$ cat src/rtl/comp_seq.sv
// Multi-cycle magnitude comparator: walks a WIDTH-bit operand pair through a 2-bit cascade slice, MSB pair first.
// Latency: 2 cycles (top pair differs) up to WIDTH/2+1 cycles (equal operands); one compare per latency+1 cycles.
// Backpressure: none; start is honoured only in IDLE and ignored while busy (RUN/DONE).
//
// Ports:
//   clk, reset_n     rising-edge clock, synchronous active-low reset
//   start            compare request, sampled in IDLE only
//   a, b             operands, latched on accepted start
//   signed_mode      1 = two's-complement compare, latched on accepted start
//   busy             high in RUN and DONE
//   done             one-cycle pulse, eq/gt/lt valid
//   eq, gt, lt       result flags, held until the next accepted start clears them
module comp_seq #(
  parameter int WIDTH = 16
) (
  input  logic             clk,
  input  logic             reset_n,
  input  logic             start,
  input  logic [WIDTH-1:0] a,
  input  logic [WIDTH-1:0] b,
  input  logic             signed_mode,
  output logic             busy,
  output logic             done,
  output logic             eq,
  output logic             gt,
  output logic             lt
);

  localparam int NP = WIDTH / 2;
  localparam int CW = (NP > 1) ? $clog2(NP) : 1;

  typedef enum logic [1:0] {
    S_IDLE = 2'd0,
    S_RUN  = 2'd1,
    S_DONE = 2'd2
  } state_t;

  state_t           state_q;
  logic [WIDTH-1:0] a_q, b_q;
  logic [CW-1:0]    cur_q;
  logic             cas_eq_q, cas_gt_q;
  logic             busy_q, done_q, eq_q, gt_q, lt_q;

  logic [WIDTH-1:0] msb_mask;
  logic [1:0]       a2, b2;
  logic             cas_eq_d, cas_gt_d;

  // Flipping the sign bit of both operands maps two's-complement order onto
  // unsigned order, so the cascade itself never needs to know about signs.
  assign msb_mask = {signed_mode, {(WIDTH-1){1'b0}}};

  // Pair selected by the cursor.
  always_comb begin
    a2 = 2'b00;
    b2 = 2'b00;
    for (int i = 0; i < NP; i++) begin
      if (cur_q == CW'(i)) begin
        a2 = a_q[2*i +: 2];
        b2 = b_q[2*i +: 2];
      end
    end
  end

  // Cascade step: once a difference is found the verdict is frozen.
  always_comb begin
    cas_eq_d = cas_eq_q;
    cas_gt_d = cas_gt_q;
    if (cas_eq_q) begin
      cas_eq_d = (a2 == b2);
      cas_gt_d = (a2 > b2);
    end
  end

  always_ff @(posedge clk) begin
    if (!reset_n) begin
      state_q  <= S_IDLE;
      a_q      <= '0;
      b_q      <= '0;
      cur_q    <= '0;
      cas_eq_q <= 1'b1;
      cas_gt_q <= 1'b0;
      busy_q   <= 1'b0;
      done_q   <= 1'b0;
      eq_q     <= 1'b0;
      gt_q     <= 1'b0;
      lt_q     <= 1'b0;
    end else begin
      case (state_q)
        S_IDLE: begin
          done_q <= 1'b0;
          if (start) begin
            a_q      <= a ^ msb_mask;
            b_q      <= b ^ msb_mask;
            cur_q    <= CW'(NP - 1);
            cas_eq_q <= 1'b1;
            cas_gt_q <= 1'b0;
            eq_q     <= 1'b0;
            gt_q     <= 1'b0;
            lt_q     <= 1'b0;
            busy_q   <= 1'b1;
            state_q  <= S_RUN;
          end
        end
        S_RUN: begin
          cas_eq_q <= cas_eq_d;
          cas_gt_q <= cas_gt_d;
          if (!cas_eq_d || (cur_q == '0)) begin
            // Result flags are loaded with the post-step cascade so they are
            // valid in the same cycle as the done pulse.
            state_q <= S_DONE;
            done_q  <= 1'b1;
            eq_q    <= cas_eq_d;
            gt_q    <= cas_gt_d;
            lt_q    <= ~cas_eq_d & ~cas_gt_d;
          end else begin
            cur_q <= cur_q - CW'(1);
          end
        end
        S_DONE: begin
          done_q  <= 1'b0;
          busy_q  <= 1'b0;
          state_q <= S_IDLE;
        end
        default: begin
          done_q  <= 1'b0;
          busy_q  <= 1'b0;
          state_q <= S_IDLE;
        end
      endcase
    end
  end

  assign busy = busy_q;
  assign done = done_q;
  assign eq   = eq_q;
  assign gt   = gt_q;
  assign lt   = lt_q;

endmodule

$ cat config.mk
export PLATFORM = sky130hd
export DESIGN_NAME = comp_seq
export DESIGN_NICKNAME = d
export VERILOG_FILES = /design/src/rtl/comp_seq.sv
export SDC_FILE = /design/constraint.sdc
export NUM_CORES = 1
export LEC_CHECK = 0
export BUFFER_PORTS_ARGS = -buffer_cell sky130_fd_sc_hd__buf_2
export CAP_MARGIN = 20
export CORE_MARGIN = 2
export CORE_UTILIZATION = 40
export DETAILED_ROUTE_END_ITERATION = 10
export GPL_ROUTABILITY_DRIVEN = 0
export PLACE_DENSITY = 0.64
export SYNTH_ARGS = -nofsm -noshare
export SYNTH_HDL_FRONTEND = slang
export SYNTH_SLANG_ARGS = --single-unit
$ cat constraint.sdc
create_clock -name clk -period 3.35 [get_ports clk]
set_input_delay 0.1675 -clock clk [delete_from_list [all_inputs] [get_ports clk]]
set_output_delay 0.1675 -clock clk [all_outputs]
set_load 0.01 [all_outputs]
== Word-level counts from Yosys, hierarchy flattened ==
Cells that the tools add are included.

* Word-level logic and storage cells: 78
* Flip-flop bits (word level): 44

* Multiplexer cells: 35
* $lt $le $gt $ge: 1
* Bitwise logic cells: 6
* Reductions and logical operators: 12
* $add $sub $neg: 1
* Equal/unequal tests: 12

{| class="wikitable"
|+ Operator list
! cell !! count
|-
| 2-to-1 mux 2 bit || 18
|-
| bitwise XOR 16 bit || 2
|-
| == test 3 bit (second input constant) || 4
|-
| case mux 1 bit (2 select lines) || 6
|-
| AND reduction 2 bit || 5
|-
| 2-to-1 mux 1 bit || 7
|-
| == test 3 x 2 -> 1 bit (second input constant) || 2
|-
| 2-to-1 mux 3 bit || 2
|-
| != test 2 bit (second input constant) || 3
|-
| case mux 3 bit (2 select lines) || 1
|-
| AND reduction 3 bit || 2
|-
| case mux 2 bit (2 select lines) || 1
|-
| == test 3 x 1 -> 1 bit (second input constant) || 1
|-
| zero test 3 bit || 1
|-
| inverter 1 bit || 3
|-
| subtractor 3 x 1 -> 3 bit (second input constant) || 1
|-
| == test 2 x 1 -> 1 bit (second input constant) || 1
|-
| == test 2 bit || 1
|-
| > comparator 2 bit || 1
|-
| zero test 2 bit || 1
|-
| nonzero test 2 bit || 1
|-
| bitwise AND 1 bit || 1
|-
| zero test 1 bit || 1
|-
| logical OR 1 bit || 1
|}

== Longest topological paths before layout ==
* Word-level depth: 15
* Gate-level depth with buffers: 12
* Gate-level depth less buffers: 11

== Worst setup path after synthesis ==
No wires, ideal clock.

* Path type: register to register
* Start: register cur_q[0]
* End: register cur_q[2]
* Data required time: 3.259 ns
* Arrival: 2.396 ns
* Setup slack: 0.863 ns
* Stages on the path, launching flop included: 12
* Buffers on the path: 2
* Clock period less this slack: 2.487 ns
* Cell sequence: dfxtp_1 > ha_1 > clkbuf_1 > clkbuf_1 > o21ai_0 > a21oi_1 > a31oi_1 > ha_1 > nand3_2 > nor3_4 > a211oi_1 > a311oi_1

* Word-level cells in the longest chain between the ends: 15
* Elaborated cells on any way between the ends: 33
* Those cells by class: add/sub: 1; eq/ne: 9; mux: 19; reduce/logical: 4

{| class="wikitable"
|+ Ends and longest elaborated chain
! item !! RTL line !! text
|-
| start, declared || 40 || <nowiki>logic [CW-1:0] cur_q;</nowiki>
|-
| start signal, assigned || 94 || <nowiki>cur_q <= CW'(NP - 1);</nowiki>
|-
| start signal, assigned || 116 || <nowiki>cur_q <= cur_q - CW'(1);</nowiki>
|-
| zero test 3 bit || 57, 107 ||
|-
| 2-to-1 mux 2 bit (8 in a row) || 57 || <nowiki>if (cur_q == CW'(i)) begin</nowiki>
|-
| == test 2 bit || 69 || <nowiki>cas_eq_d = (a2 == b2);</nowiki>
|-
| 2-to-1 mux 1 bit || 68 || <nowiki>if (cas_eq_q) begin</nowiki>
|-
| zero test 1 bit || 107 || <nowiki>if (!cas_eq_d || (cur_q == '0)) begin</nowiki>
|-
| logical OR 1 bit || 107 ||
|-
| != test 2 bit (no line) || - ||
|-
| AND reduction 3 bit (no line) || - ||
|}

Several ways; a longest one is shown, not always the timed one. The select of a mux whose other input is x is not followed.
A chain may end at the register's enable or synchronous reset.

== Worst setup path after layout ==
Same ends and word-level chain as after synthesis.

==> metrics.md <==
| Metric | Value |
|---|---|
| Run status | finished clean |
| Worst Hold Path Cells | 3 |
| Vias | 1784 |
| Die X-Extent | 75.1 um |
| Hold Crit Endpoint | b_q[4] |
| Worst skew pair latency | 290 ps |
| Global-route wire length before repair | 7510 um |
| Nets@finish | 339 |
| Type of origin of the critical path | register |
| Clock root buffer | clkbuf_8 |
| Setup slack, reg-to-reg | 550 ps |
| Slew headroom | 49.8% |
| CTS max path bufs | 2 |
| Slew Limit Fails | 0 |
| Fin crit period | 2800 ps |
| Net switching power | 417 uW |
| Total GRT Usage | 17.4% |
| EDFF count, synth | 0 |
| Die height | 75.1 um |
| Wirelength per Cell | 12.1 um |
| H-tree level count | 2 |
| Global route overflow | 0 |
| Post-Syn Area per Cell | 7.66 um^2 |
| Synth Instances | 264 |
| Share of cells above drive strength 1 | 18.6% |
| Drt total wl | 4380 um |
| Final Cycle Share | 83.5% |
| Clock Sinks | 44 |
| Clock power share | 26.4% |
| Flops & latches, synth | 44 |
| Fill cell count | 494 |
| Crit Path Max Fanout | 11 |
| Synth Flop Type | dfxtp_1 |
| Antenna viol nets, final | 0 |
| Number of synthesis warnings | 0 |
| Final hold viol count | 0 |
| Pint | 913 uW |
| WP data arrival | 3000 ps |
| Multi-input logic area | 1050 um^2 |
| DRT iter0 DRCs | 86 |
| R2R depth | 11 |
| Data required, critical path | 3560 ps |
| Slew @ Worst Pin | 753 ps |
| Min-delay src | b[4] |
| Number of global-route vias before repair | 1616 |
| Register area share after synthesis | 43.6% |
| Combinational share of power | 27.4% |
| Post-CTS Hold Fix Bufs | 0 |
| Port bufs | 40 |
| Post-synth ARST share | 0% |
| Final Skew | 4.52 ps |
| Pleak | 0.000956 uW |
| Max Cap Viol | 0 |
| Crit path capture type | register |
| Vias/cell | 4.91 |
| Reg-to-Reg Start | cur_q[0] |
| Cts repair resizes | 0 |
| Inserted Clock Buffers | 5 |
| Total power | 1330 uW |
| DIE AREA | 5640 um^2 |
| Peak supply drop | 281 uV |
| Worst-path clk slew | 80 ps |
| N_diodes | 0 |
| Post-Syn Area | 2020 um^2 |
| RSZ-0062 raised after global routing | no |
| Pin count of the biggest net entering global routing | 38 |
| Post-CTS setup buffers | 0 |
| Cell variety after synth | 36 |
| Switch share | 31.4% |
| Layout area overhead | 17.0% |
| Detail Placement HPWL | 3160 um |
| Ports | 41 |
| P per Cell Area | 562 nW/um^2 |
| Initial antenna violation count | 0 |
| Endpoints failing setup | 0 |
| CTS tree | built |
| F_max | 0.357 GHz |
| Net Count, Synth | 307 |
| Core area | 4790 um^2 |
| Hold Path Class | primary input to register |
| DR DRC count | 0 |
| Sequential Power Share | 46.2% |
| Starting Density | 42.2% |
| RR Endpoint | cur_q[2] |
| Num rows | 25 |
| Setup TNS | 0 ps |
| Crit path kind | register to register |
| First-pass DRT Iterations | 4 |
| FF+latch area | 881 um^2 |
==> per-stage QoR <==
step                      setup slack, ps  hold WS [ps]  std cells  instance area, um^2  util, %
after floorplan                       863           303        264                 2020        -
after global placement                680           408        355                 2240     46.8
after detailed placement              604           413        355                 2240     46.8
after CTS                             574          97.8        362                 2340     48.8
after global routing                  261           104        363                 2360     49.4
final                                 552           108        363                 2360     49.4
==> cell families (layout without fill, tap and decap cells) <==
logic type               count (synthesis)  in the layout  share of synthesized area [%]
XOR/XNOR                                 2              2                          0.866
flip-flops                              44             44                           43.6
adder cells (fa/ha/maj)                  7              7                           4.33
multiplexers                             4              4                           1.98
buffers and inverters                   21             53                           4.33
AO/OA/AOI/OAI                           66             66                           18.9
AND/OR/NAND/NOR                        120            120                           26.0
==> synth_stat cells (2+ instances only) <==
cell type | instances | area [um^2]
o211ai_1 | 3 | 22.5
nand3b_1 | 4 | 30.0
a21oi_1 | 42 | 210
nand2_1 | 86 | 323
a31oi_1 | 2 | 12.5
buf_2 | 4 | 20.0
nor3_1 | 3 | 15.0
nor2_1 | 11 | 41.3
nand2b_1 | 4 | 25.0
o22ai_1 | 3 | 18.8
clkbuf_1 | 11 | 41.3
ha_1 | 7 | 87.6
inv_1 | 3 | 11.3
xnor2_1 | 2 | 17.5
dfxtp_1 | 44 | 881
o21ai_0 | 5 | 25.0
nor2b_1 | 3 | 18.8
a211oi_1 | 5 | 37.5
o21a_1 | 2 | 15.0
mux2i_1 | 4 | 40.0
==> worst max-delay path by stage <==
stage,startpoint,endpoint,slack (ps),depth (start not counted)
final,cur_q[0],cur_q[2],550,11
after global routing,cur_q[0],cur_q[2],260,11
after CTS,cur_q[0],cur_q[2],570,11
after detailed placement,cur_q[0],cur_q[2],600,11
after global placement,cur_q[0],cur_q[2],680,10
after floorplan,cur_q[0],cur_q[2],860,11
==> sequential cells by signal (all words and copies together) (netlist names) <==
signal / flops
lt: 1
a_q: 16
state_q: 2
done: 1
busy: 1
eq: 1
cur_q: 3
cas_eq_q: 1
cas_gt_q: 1
gt: 1
b_q: 16
==> critical path, stage by stage, from the launching register on <==
cell	delay, ps
dfxtp_1	410
inv_1	100
ha_1	340
a21oi_1	160
o21ai_0	100
a221oi_1	290
a31oi_1	90
ha_1	350
nand3_2	150
nor3_4	340
a211oi_1	120
a311oi_1	260
==> per-layer routing <==
| layer | routed length [um] | vias to the layer above | GRT usage [%] | share of wire, % |
|---|---|---|---|---|
| met4 | 63 | 0 | 5.95 | 1.4 |
| met2 | 1990 | 32 | 26.2 | 45 |
| met1 | 2150 | 796 | 24.5 | 49 |
| met3 | 178 | 6 | 4.15 | 4.1 |
| met5 | 0 | - | 0 | 0 |
| li1 | - | 950 | - | - |
==> power by group through the flow <==
| stage | combinational [uW] | sequential, uW | clock [uW] |
|---|---|---|---|
| finish | 364 | 615 | 351 |
| detailed placement | 355 | 627 | 0 |
| CTS | 356 | 616 | 362 |
| global placement | 350 | 627 | 0 |
| floorplan | 279 | 615 | 0 |
| global route | 412 | 623 | 385 |
==> cell usage in the layout (no fill, tap or decap), types with 2 or more instances in the layout <==
cell / count
inv_1: 3
nand2b_1: 4
a211oi_1: 5
nand2_1: 86
o21ai_0: 5
nor2_1: 11
dfxtp_1: 44
a31oi_1: 2
o22ai_1: 3
o21a_1: 2
mux2i_1: 4
o211ai_1: 3
ha_1: 7
a21oi_1: 42
buf_2: 40
xnor2_1: 2
nor3_1: 3
clkbuf_8: 7
nand3b_1: 4
nor2b_1: 3
==> area by class of cell <==
type                       instances  share of cell area, %
clock buffer                       7                   4.07
inverter                           4                  0.635
multi-input combinational        199                   44.6
sequential                        44                   37.2
tap                               67                   3.54
timing repair buffer              42                   9.95
No activity file was read; power rests on OpenSTA's default activity.
